===== config.mk =====
export PLATFORM = sky130hd
export DESIGN_NAME = led_pattern_sequencer
export DESIGN_NICKNAME = d
export VERILOG_FILES = /design/src/rtl/led_pattern_sequencer.sv
export SDC_FILE = /design/constraint.sdc
export NUM_CORES = 1
export LEC_CHECK = 0
export CORE_MARGIN = 2
export CORE_UTILIZATION = 53
export DETAILED_ROUTE_END_ITERATION = 16
export PLACE_DENSITY = 0.81
export RECOVER_POWER = 100
export SLEW_MARGIN = 10
export SYNTH_ARGS = -nofsm -noshare
export SYNTH_HDL_FRONTEND = slang
export SYNTH_SLANG_ARGS = --single-unit
export TNS_END_PERCENT = 20

===== constraint.sdc =====
create_clock -name CLK -period 4.8 [get_ports CLK]
set_input_delay 0.96 -clock CLK [delete_from_list [all_inputs] [get_ports CLK]]
set_output_delay 0.96 -clock CLK [all_outputs]
set_load 0.1 [all_outputs]

===== src/rtl/led_pattern_sequencer.sv =====
// Memory-mapped LED pattern sequencer: CPU-programmed static, blinking or rotating
// 16-bit patterns, pushed to the LED driver as one-cycle write strobes.
module led_pattern_sequencer #(
   parameter int unsigned          DIV_WIDTH      = 24,
   parameter logic [DIV_WIDTH-1:0] DEFAULT_PERIOD = DIV_WIDTH'(5000000)
) (
   input  logic        CLK,
   input  logic        Reset,
   input  logic [1:0]  Addr,
   input  logic [31:0] WD,
   input  logic        WE,
   output logic [31:0] RD,
   output logic [31:0] LedWD,
   output logic        LedWE
);

   typedef enum logic [1:0] {
      StOff    = 2'd0,
      StStatic = 2'd1,
      StBlink  = 2'd2,
      StShift  = 2'd3
   } state_t;

   state_t                 r_state, w_state_nxt;
   logic                   r_dir, w_dir_nxt;
   logic [15:0]            r_pattern, w_pattern_nxt;
   logic [DIV_WIDTH-1:0]   r_period, w_period_nxt;
   logic [15:0]            r_cur, w_cur_nxt;
   logic                   r_phase, w_phase_nxt;
   logic [DIV_WIDTH-1:0]   r_cnt, w_cnt_nxt;
   logic                   r_led_we, w_led_we_nxt;

   logic                   w_wr;
   logic                   w_run;
   logic                   w_step;
   logic [DIV_WIDTH-1:0]   w_last;
   logic                   w_unused_wd;

   assign w_unused_wd = ^WD[31:16];

   assign w_wr   = WE && (Addr != 2'd3);
   assign w_run  = (r_state == StBlink) || (r_state == StShift);
   // A zero period behaves as one: step on every cycle.
   assign w_last = (r_period == '0) ? '0 : r_period - 1'b1;
   assign w_step = w_run && (r_cnt == w_last);

   always_comb begin
      w_state_nxt   = r_state;
      w_dir_nxt     = r_dir;
      w_pattern_nxt = r_pattern;
      w_period_nxt  = r_period;
      w_cur_nxt     = r_cur;
      w_phase_nxt   = r_phase;
      w_cnt_nxt     = r_cnt;
      w_led_we_nxt  = 1'b0;

      if (w_wr) begin
         // A CPU write re-enters the state with the freshly written registers;
         // any step due this cycle is dropped.
         case (Addr)
            2'd0: begin
               w_state_nxt = state_t'(WD[1:0]);
               w_dir_nxt   = WD[2];
            end
            2'd1:    w_pattern_nxt = WD[15:0];
            2'd2:    w_period_nxt  = WD[DIV_WIDTH-1:0];
            default: ;
         endcase
         w_cnt_nxt    = '0;
         w_phase_nxt  = (w_state_nxt == StBlink);
         w_cur_nxt    = (w_state_nxt == StOff) ? 16'h0000 : w_pattern_nxt;
         w_led_we_nxt = 1'b1;
      end else if (w_run) begin
         if (w_step) begin
            w_cnt_nxt    = '0;
            w_led_we_nxt = 1'b1;
            if (r_state == StBlink) begin
               w_phase_nxt = ~r_phase;
               w_cur_nxt   = r_phase ? 16'h0000 : r_pattern;
            end else if (r_dir) begin
               w_cur_nxt = {r_cur[0], r_cur[15:1]};
            end else begin
               w_cur_nxt = {r_cur[14:0], r_cur[15]};
            end
         end else begin
            w_cnt_nxt = r_cnt + 1'b1;
         end
      end else begin
         w_cnt_nxt = '0;
      end
   end

   always_ff @(posedge CLK or negedge Reset) begin
      if (!Reset) begin
         r_state   <= StOff;
         r_dir     <= 1'b0;
         r_pattern <= 16'h0000;
         r_period  <= DEFAULT_PERIOD;
         r_cur     <= 16'h0000;
         r_phase   <= 1'b0;
         r_cnt     <= '0;
         r_led_we  <= 1'b0;
      end else begin
         r_state   <= w_state_nxt;
         r_dir     <= w_dir_nxt;
         r_pattern <= w_pattern_nxt;
         r_period  <= w_period_nxt;
         r_cur     <= w_cur_nxt;
         r_phase   <= w_phase_nxt;
         r_cnt     <= w_cnt_nxt;
         r_led_we  <= w_led_we_nxt;
      end
   end

   always_comb begin
      RD = 32'h0000_0000;
      case (Addr)
         2'd0:    RD = {29'b0, r_dir, r_state};
         2'd1:    RD = {16'b0, r_pattern};
         2'd2:    RD = 32'(r_period);
         default: RD = {16'b0, r_cur};
      endcase
   end

   assign LedWD = {16'b0, r_cur};
   assign LedWE = r_led_we;

endmodule


==> results.md, run 1 <==
- Setup Skew: 0.01331 ns
- Yosys top cell by area: dfrtp_1
- Largest net degree at the start of global routing: 54
- GR Util met3: around 5.0%
- RSZ-0062 raised after global routing: false
- Htree depth: 3
- Share of cells above drive strength 1: 19.97%
- Post-layout min period: 4.464 ns
- Fin cells: 786
- Failing checks: capacitance limit, slew limit
- Routed WL: 15600 µm
- Max Cap Viol: 1
- GRT busiest layer: met2
- Lkg Pwr: 2.744 nW
- Worst Path Max Fanout: 15
- Remaining antenna violation count: 0
- Dpl cells: 771
- Hpwl dp: 11140 µm
- Final nets: 681
- VDD IR max: 0.4470 mV
- Place WS: 0.7774 ns
- Area Growth Syn to Fin: 13.92%
- Outcome: finished, violations left
- Share of the synthesized area in the top cell type: 32.79%
- Drt drc: 0
- Worst Min Path Start: r_state[0]
- Final instance area: 6695 µm²
- Area after DPL: 6774 µm²
- Post-CTS setup buffer count: 0
- Worst-case clock buffer depth: 2
- Critical Path Start Type: input port
- Fin Hold WS: 0.5715 ns
- Placer Congestion: 0.8817
- YS warnings: 0
- Clk_lat worst skew: 0.38 ns
- Met1 GRT Util: a little over a third
- Final max-slew violation count: 54
- Number of global-route vias before repair: 5087
- Synthesized area: 5877 µm²
- Number of antenna violations at the first check in global routing: 0
- Number of flops mapped to enable cells by yosys: 0
- Total die area: around 12000 µm²
- Worst R2R Start: r_period[0]
- Power Total: ~3.1 mW
- Area of the core: 10840 µm²
- Sequential area share after synthesis: 36.36%
- DIE HEIGHT: 109.3 µm
- Fmax: 224.0 MHz
- Unique cell type count in the Yosys netlist: 70
- Setup crit start: Addr[0]
- Wire per inst: 19.85 µm
- Clk slew on worst S/H paths: 0.09 ns
- Top cells by area, synth: dfrtp_1 (33%), mux2_2 (11%), xor2_1 (3.7%)
- Least-Margin Pin Slew: about 2.8 ns
- Most common cell in the netlist: dfrtp_1
- PwrDens: ~470 nW/µm²
- WP data required: between 3 and 4 ns
- Slew HR: -87.04%
- Final setup vio count: 0
- Post-CTS resize count: 0
- Port-buffer cells: 69
- DR vias: between 4k and 5k
- Final TNS setup: 0 ns
- Starting Density: 54.21%
- Clock Tree Root: clkbuf_8
- DR iter-0 viols: 336
- Predominant post-synthesis flop cell: dfrtp_1
- Setup slack after layout: 0.3356 ns
- Avg Cell Area, Syn: 9.944 µm²
- Met2 GRT Util: between 40% and 50%
- CTS buffer count: 9
- Synthesized flop and latch total: 85
- CP endpoint kind: primary output
- Pre-antenna DRT Iters: 5
- First-pass GRT wire length: roughly 26000 µm
- Crit path kind: input port to primary output
- Final Util: 61.76%
- Async set-or-reset flop fraction in the synthesized netlist: 100.0%
- Crit share post-route: around 93%
- Arrival time at the worst endpoint: 3.50 ns
- Remaining global-route overflow: 0
- Die X: 109.3 µm
- Core Rows: 38
- CTS tree: built
- Vias per cell: about 6.3
- Hold Path Class: flop to flop
- Post-Syn Instances: roughly 600
- Sink Count: 85
- Ports: 102
- Hold Fails Final Rpt: 0
- Diodes inserted: 0
- List of most frequent post-synthesis cells: dfrtp_1 (77), mux2_2 (60), nand2_1 (47)
- Total track usage: 27.63%
- Post-CTS Hold Buffers: 0
[power by group]
group	switching (mW)	leakage, nW	total (mW)	internal (mW)
combinational	1.09	1.59	1.54	0.446
sequential	0.250	1.06	1.10	0.854
clock	0.273	0.0885	0.473	0.200
total	1.61	2.74	3.11	1.50
[state kept, by name, indices dropped and copies added (netlist names)]
register,flops
r_pattern,16
r_dir,1
r_state,2
LedWE,1
r_cnt,24
r_phase,1
r_cur,16
r_period,24
[logic make-up (layout without fill, tap and decap cells)]
logic type | after synthesis | in the layout | share of synthesized area (%)
AO/OA/AOI/OAI | 103 | 103 | 13.14
other | 1 | 24 | 0.06381
multiplexers | 91 | 91 | 18.18
adder cells (fa/ha/maj) | 2 | 2 | 0.4257
AND/OR/NAND/NOR | 196 | 196 | 18.42
buffers and inverters | 69 | 101 | 6.621
XOR/XNOR | 44 | 44 | 6.792
flip-flops | 85 | 85 | 36.36
[critical path, cell delays in order]
cell           delay [ns]
dlygate4sd3_1        0.88
clkbuf_1             0.66
mux2_2               0.41
a22o_1               0.21
clkbuf_2             0.38
[metal layers]
metal | part of all wire (%) | vias to the layer above | wire [µm]
met3 | 7.0 | 31 | 1085
met2 | 51 | 236 | 7879
met1 | 41 | 2442 | 6336
met5 | 0 | - | 0
li1 | - | 2229 | -
met4 | 1.9 | 0 | 299
[layout by cell type (no fill, tap or decap), types with 9 or more instances in the layout]
| cell type | n |
|---|---|
| dlygate4sd3_1 | 18 |
| nand2_1 | 47 |
| o221ai_1 | 16 |
| clkdlybuf4s50_1 | 26 |
| nor3_1 | 9 |
| a21oi_1 | 10 |
| a22o_1 | 13 |
| xor2_1 | 25 |
| nand3_1 | 19 |
| clkbuf_2 | 13 |
| o22ai_1 | 18 |
| clkbuf_8 | 10 |
| nor2_1 | 43 |
| mux2i_1 | 19 |
| conb_1 | 24 |
| dfrtp_1 | 77 |
| xnor2_1 | 18 |
| mux2_2 | 59 |
| o21ai_0 | 14 |
| buf_12 | 10 |
[area by class of cell]
| type | instances | area (µm²) |
|---|---|---|
| multi-input cells | 460 | 3418 |
| flip-flops and latches | 85 | 2137 |
| well taps | 140 | 175.2 |
| clock inverters | 5 | 35.03 |
| fillers | 904 | 4145 |
| repair buffers | 79 | 765.7 |
| clock buffers | 10 | 137.6 |
| inverters | 7 | 26.28 |
[worst paths after layout]
| path | end | slack (ns) | depth (start not counted) |
|---|---|---|---|
| setup / recovery | RD[15] | 0.34 | 5 |
| hold / removal | r_state[0] | 0.57 | 2 |
| setup reg to reg | r_cur[15] | 0.52 | 12 |
| hold reg to reg | r_state[0] | 0.57 | 2 |
| max in group asynchronous | r_phase | 1.32 | 2 |
| min in group asynchronous | r_cur[11] | 1.48 | 1 |
No activity file was read; power rests on OpenSTA's default activity.
==> run 2, diff against run 1 <==
--- a/config.mk
+++ b/config.mk
@@ -5,11 +5,12 @@
 export SDC_FILE = /design/constraint.sdc
 export NUM_CORES = 1
 export LEC_CHECK = 0
-export CORE_MARGIN = 2
+export CORE_MARGIN = 3
 export CORE_UTILIZATION = 53
 export DETAILED_ROUTE_END_ITERATION = 16
 export PLACE_DENSITY = 0.81
 export RECOVER_POWER = 100
+export SKIP_LAST_GASP = 1
 export SLEW_MARGIN = 10
 export SYNTH_ARGS = -nofsm -noshare
 export SYNTH_HDL_FRONTEND = slang
==> results.md, run 2 (synthesized netlist as in run 1, its figures left out) <==
- Remaining global-route overflow: 0 (unchanged)
- Wire per inst: 20.10 µm (+1.2%)
- Fillers: 827 (-8.5%)
- Sink Count: 85 (unchanged)
- Arrival time at the worst endpoint: 3.51 ns (about the same)
- Post-CTS resize count: 0 (unchanged)
- Crit path max-delay cell type: clkbuf_1
- Least-Margin Pin Slew: 2.107 ns (-0.6989 ns)
- Die X: 111.3 µm (+1.8%)
- Register area: 2137 µm² (unchanged)
- Place WS: 0.8232 ns (+0.04576 ns)
- Critical path buffer and inverter count: 4 (+1)
- Cell class contributing the biggest share of worst-path delay: buffers and inverters
- DR vias: 5010 (+1.5%)
- Starting Density: 55.68% (+1.5 points)
- Clk slew on worst S/H paths: 0.09 ns (about the same)
- Core Rows: 37 (-2.6%)
- Most frequent cells in the layout: dfrtp_1 (77), mux2_2 (60), nand2_1 (47), nor2_1 (43), clkdlybuf4s50_1 (26)
- CTS tree: built
- Number of antenna violations at the first check in global routing: 0 (unchanged)
- PwrDens: 473.5 nW/µm² (+1.8%)
- Post-CTS setup buffer count: 0 (unchanged)
- Final TNS setup: 0 ns (unchanged)
- DR iter-0 viols: 406 (+21%)
- CTS buffer count: 9 (unchanged)
- Worst-case clock buffer depth: 2 (unchanged)
- WP data required: 3.84 ns (about the same)
- Post-CTS Hold Buffers: 0 (unchanged)
- Multi-input combinational cell area: 3418 µm² (unchanged)
- Worst Path Max Fanout: 37 (+22)
- Sequential power share: 34.5% (-1.0 points)
- VDD IR max: 0.6059 mV (+36%)
- Clk_lat worst skew: 0.39 ns (about the same)
- Htree depth: 3 (unchanged)
- Number of global-route vias before repair: 5242 (+3.0%)
- CP cell instances: dlygate4sd3_1, buf_4, nor2b_1, clkbuf_1, a22o_1, clkbuf_2
- Lkg Pwr: 2.768 nW (+0.85%)
- Hold Path Class: flop to flop
- Placer Congestion: 0.8391 (-4.8%)
- RSZ-0062 raised after global routing: false
- Switch share: 51.08% (-0.72 points)
- Switching pwr: 1.633 mW (+1.3%)
- Area Growth Syn to Fin: 14.88%
- Final nets: 678 (-0.44%)
- Final max-slew violation count: 86 (+59%)
- Worst r2r path cells: 12 (unchanged)
- Port-buffer cells: 69 (unchanged)
- Worst path max stage delay: 0.61 ns (-0.27 ns)
- Gate power share: 48.8% (-0.5 points)
- Setup Skew: 0.01234 ns (-0.0009633 ns)
- Fmax: 224.0 MHz (about the same)
- Clock Tree Root: clkbuf_8
- Hpwl dp: 10790 µm (-3.2%)
- Int Power: 1.564 mW (+4.2%)
- Critical Path Start Type: input port
- Vias per cell: 6.423 (+2.2%)
- Power Total: 3.197 mW (+2.7%)
- Diodes inserted: 0 (unchanged)
- Final setup vio count: 0 (unchanged)
- Setup crit start: Addr[0]
- Hold Fails Final Rpt: 0 (unchanged)
- Share of cells above drive strength 1: 20.19% (+0.22 points)
- Outcome: finished, violations left
- Largest net degree at the start of global routing: 86 (+59%)
- Levels on crit path: 6 (+1)
- Remaining antenna violation count: 0 (unchanged)
- Post-layout min period: 4.465 ns (+0.0007620 ns)
- Area of the core: 10560 µm² (-2.6%)
- DIE HEIGHT: 111.3 µm (+1.8%)
- Pre-antenna DRT Iters: 7 (+2)
- R2r setup slk: 0.59 ns (+0.07 ns)
- CP Capture Point: RD[6]
- Crit path kind: input port to primary output
- Crit share post-route: 93.02% (about the same)
- CP endpoint kind: primary output
- Most common cell after layout, fill and taps aside: dfrtp_1
- Total die area: 12390 µm² (+3.7%)
- Setup slack after layout: 0.3348 ns (-0.0007620 ns)
- Worst flop-to-flop path endpoint: r_cur[5]
- Slew HR: -40.44% (+47 points)
- Failing checks: capacitance limit, slew limit
- Clock share of power: 16.7% (+1.5 points)
- Largest regs: r_cnt: 24 flops, r_period: 24 flops
- First-pass GRT wire length: 26580 µm (+2.7%)
- Max Cap Viol: 1 (unchanged)
- Routed WL: 15680 µm (+0.47%)
- Drt drc: 0 (unchanged)
- Ports: 102 (unchanged)
- Worst R2R Start: r_period[0]
- Total track usage: 26.14% (-1.5 points)
## run 2: cell count changes in the layout (fill, tap and decap cells not counted), sizes merged
cell	previous run	this run
clkbuf	31	25
buf	14	17
bufinv	0	1
clkinv	3	4
clkinvlp	1	0
## run 2: cell type report
class	count	area share (%)
well taps	136	2.520
flip-flops and latches	85	31.65
multi-input cells	460	50.63
clock inverters	6	1.075
inverters	7	0.3892
clock buffers	10	1.890
repair buffers	76	11.84
## run 2: per-stage QoR
| step | hold WS [ns] | cells | util [%] | instance area [µm²] |
|---|---|---|---|---|
| 2_1_floorplan | 0.4800 | 614 | - | 5963 |
| 3_3_place_gp | 0.5308 | 764 | 63.80 | 6734 |
| 3_5_place_dp | 0.5461 | 764 | 63.80 | 6734 |
| 4_1_cts | 0.5681 | 780 | 65.69 | 6934 |
| 5_1_grt | 0.5798 | 780 | 63.96 | 6751 |
| 6_report | 0.5718 | 780 | 63.96 | 6751 |
## run 2: how the worst min path moves through the flow
stage | cells past startpoint | from | slack (ns) | endpoint
after global routing | 1 | r_pattern[13] | 0.58 | r_pattern[13]
after floorplan | 2 | r_state[0] | 0.48 | r_state[0]
final | 1 | r_pattern[15] | 0.57 | r_pattern[15]
after global placement | 2 | r_pattern[0] | 0.53 | r_pattern[0]
after CTS | 2 | r_pattern[0] | 0.57 | r_pattern[0]
after detailed placement | 2 | r_pattern[0] | 0.55 | r_pattern[0]
## run 2: power by group through the flow
stage | logic (mW) | registers [mW] | clock network [mW]
final | 1.56 | 1.10 | 0.535
after global routing | 1.63 | 1.13 | 0.573
after CTS | 1.67 | 1.09 | 0.539
after detailed placement | 1.66 | 1.11 | 0
after global placement | 1.63 | 1.10 | 0
after floorplan | 0.913 | 1.40 | 0
## run 2: worst register-to-register path: stages (launching register included)
cell and delay [ns]:
dfrtp_1 0.51, inv_1 0.11, ha_1 0.28, nor3b_2 0.34, nand2_2 0.15, or4_4 0.53, a2111oi_4 0.35, a22oi_1 0.15
a2111oi_2 0.36, and4_1 0.33, a21o_1 0.14, clkbuf_2 0.44, mux2_2 0.41
## run 2: layer usage
layer / global-route usage (%) / wire (µm) / vias to the layer above
met3: 6.932 / 1404 / 30
met1: 32.85 / 6129 / 2461
met4: 9.165 / 280 / 0
met2: 43.67 / 7860 / 291
met5: 0 / 0 / -
li1: - / - / 2228
==> run 3, diff against run 2 <==
==> constraint.sdc (replaced) <==
create_clock -name CLK -period 4.8 [get_ports CLK]
set_input_delay 1.2 -clock CLK [delete_from_list [all_inputs] [get_ports CLK]]
set_output_delay 1.2 -clock CLK [all_outputs]
set_load 0.1 [all_outputs]
==> results.md, run 3 (synthesized netlist as in run 1, its figures left out) <==
- Post-CTS resize count: 0 (unchanged)
- Hpwl dp: 10670 µm (-1.1%)
- Sink Count: 85 (unchanged)
- Port-buffer cells: 69 (unchanged)
- Multi-input combinational cell area: 3408 µm² (-0.29%)
- Placer Congestion: 0.8891 (+6.0%)
- Register area: 2137 µm² (unchanged)
- Arrival time at the worst endpoint: 3.35 ns (-0.16 ns)
- Clk_lat worst skew: 0.39 ns (about the same)
- DR iter-0 viols: 299 (-26%)
- VDD IR max: 0.5495 mV (-9.3%)
- Fmax: 219.9 MHz (-1.8%)
- DR vias: 4916 (-1.9%)
- Dpl cells: 764 (unchanged)
- Total track usage: 24.73% (-1.4 points)
- Number of antenna violations at the first check in global routing: 0 (unchanged)
- DIE HEIGHT: 111.3 µm (unchanged)
- Lkg Pwr: 2.760 nW (-0.28%)
- PwrDens: 468.2 nW/µm² (-1.1%)
- Fin cells: 780 (unchanged)
- Least-Margin Pin Slew: 2.101 ns (-0.006035 ns)
- Final setup vio count: 0 (unchanged)
- Post-layout min period: 4.547 ns (+0.08143 ns)
- Routed WL: 15350 µm (-2.1%)
- Htree depth: 3 (unchanged)
- Remaining global-route overflow: 0 (unchanged)
- Die X: 111.3 µm (unchanged)
- Vias per cell: 6.303 (-1.9%)
- Hold Fails Final Rpt: 0 (unchanged)
- Area of the core: 10560 µm² (unchanged)
- Core Rows: 37 (unchanged)
- Failing checks: capacitance limit, slew limit
- Final nets: 678 (unchanged)
- Remaining antenna violation count: 0 (unchanged)
- Pre-antenna DRT Iters: 6 (-1)
- Starting Density: 55.68% (unchanged)
- Outcome: finished, violations left
- CTS tree: built
- Crit share post-route: 94.72% (+1.7 points)
- Max Cap Viol: 1 (unchanged)
- Ports: 102 (unchanged)
- RSZ-0062 raised after global routing: false
- Drt drc: 0 (unchanged)
- CP cell instances: dlygate4sd3_1, clkbuf_1, a22o_1, clkbuf_2
- Setup Skew: 0.01581 ns (+0.003465 ns)
- Share of cells above drive strength 1: 20.34% (+0.16 points)
- Largest regs: r_cnt: 24 flops, r_period: 24 flops
- Post-CTS Hold Buffers: 0 (unchanged)
- WP data required: 3.60 ns (-0.24 ns)
- Power Total: 3.138 mW (-1.8%)
- Area Growth Syn to Fin: 14.05%
- Clock Tree Root: clkbuf_8
- Post-CTS setup buffer count: 0 (unchanged)
- Final TNS setup: 0 ns (unchanged)
- Critical Path Start Type: input port
- CP endpoint kind: primary output
- Fillers: 815 (-1.5%)
- Slew HR: -40.04% (+0.40 points)
- First-pass GRT wire length: 24960 µm (-6.1%)
- Number of global-route vias before repair: 4891 (-6.7%)
- Hold Path Class: flop to flop
- Total die area: 12390 µm² (unchanged)
- Final instance area: 6703 µm² (-0.72%)
- Final max-slew violation count: 86 (unchanged)
- Largest net degree at the start of global routing: 86 (unchanged)
- Wire per inst: 19.68 µm (-2.1%)
- Crit path kind: input port to primary output
- Clk slew on worst S/H paths: 0.09 ns (about the same)
- Diodes inserted: 0 (unchanged)
- Worst-case clock buffer depth: 2 (unchanged)
- Crit path max-delay cell type: dlygate4sd3_1
- CTS buffer count: 9 (unchanged)
- Most frequent cells in the layout: dfrtp_1 (77), mux2_2 (59), nand2_1 (48), nor2_1 (43)
- Most common cell after layout, fill and taps aside: dfrtp_1
- Area after DPL: 6771 µm² (+0.56%)
- Worst Path Max Fanout: 15 (-59%)
- Final Util: 63.50% (-0.46 points)
- Worst path max stage delay: 0.71 ns (+0.10 ns)
-- run 3: metal layers --
layer / track usage [%] / vias to the layer above / share of wire, %
met5: 0 / - / 0
met4: 9.246 / 0 / 2.4
met3: 6.714 / 38 / 8.0
met2: 40.53 / 250 / 49
met1: 31.41 / 2405 / 41
li1: - / 2223 / -
-- run 3: through the flow --
stage | setup slack, ns | hold WS (ns)
finish | 0.2534 | 0.5417
global route | 0.1824 | 0.5877
CTS | 0.6097 | 0.5494
detailed placement | 0.6275 | 0.5274
global placement | 0.7101 | 0.5272
floorplan | 0.7570 | 0.4800
-- run 3: path summary, 6_finish.rpt --
| kind | start | endpoint | slack (ns) | cells past startpoint |
|---|---|---|---|---|
| min in group asynchronous | Reset | r_cnt[23] | 1.41 | 1 |
| setup reg to reg | r_period[0] | r_cur[9] | 0.47 | 12 |
| setup / recovery | Addr[1] | RD[14] | 0.25 | 4 |
| hold reg to reg | r_pattern[0] | r_pattern[0] | 0.54 | 2 |
| hold / removal | r_pattern[0] | r_pattern[0] | 0.54 | 2 |
| max in group asynchronous | Reset | r_state[0] | 2.15 | 1 |
-- run 3: worst max-delay path: cells and delay by family --
kind	cells	cell delay, ns
AOI/OAI and AO/OA	1	0.28
buffers and inverters	3	1.86
-- run 3: report_power, final --
part / leakage, nW / internal, mW / switching, mW
registers: 1.06 / 0.854 / 0.233
logic: 1.60 / 0.448 / 1.10
clock network: 0.0946 / 0.207 / 0.292
-- run 3: area by class of cell --
cell class	instances	area share, %
clock buffers	10	2.053
clock inverters	6	0.6907
inverters	7	0.3920
multi-input cells	460	50.85
flip-flops and latches	85	31.88
well taps	136	2.539
repair buffers	76	11.59
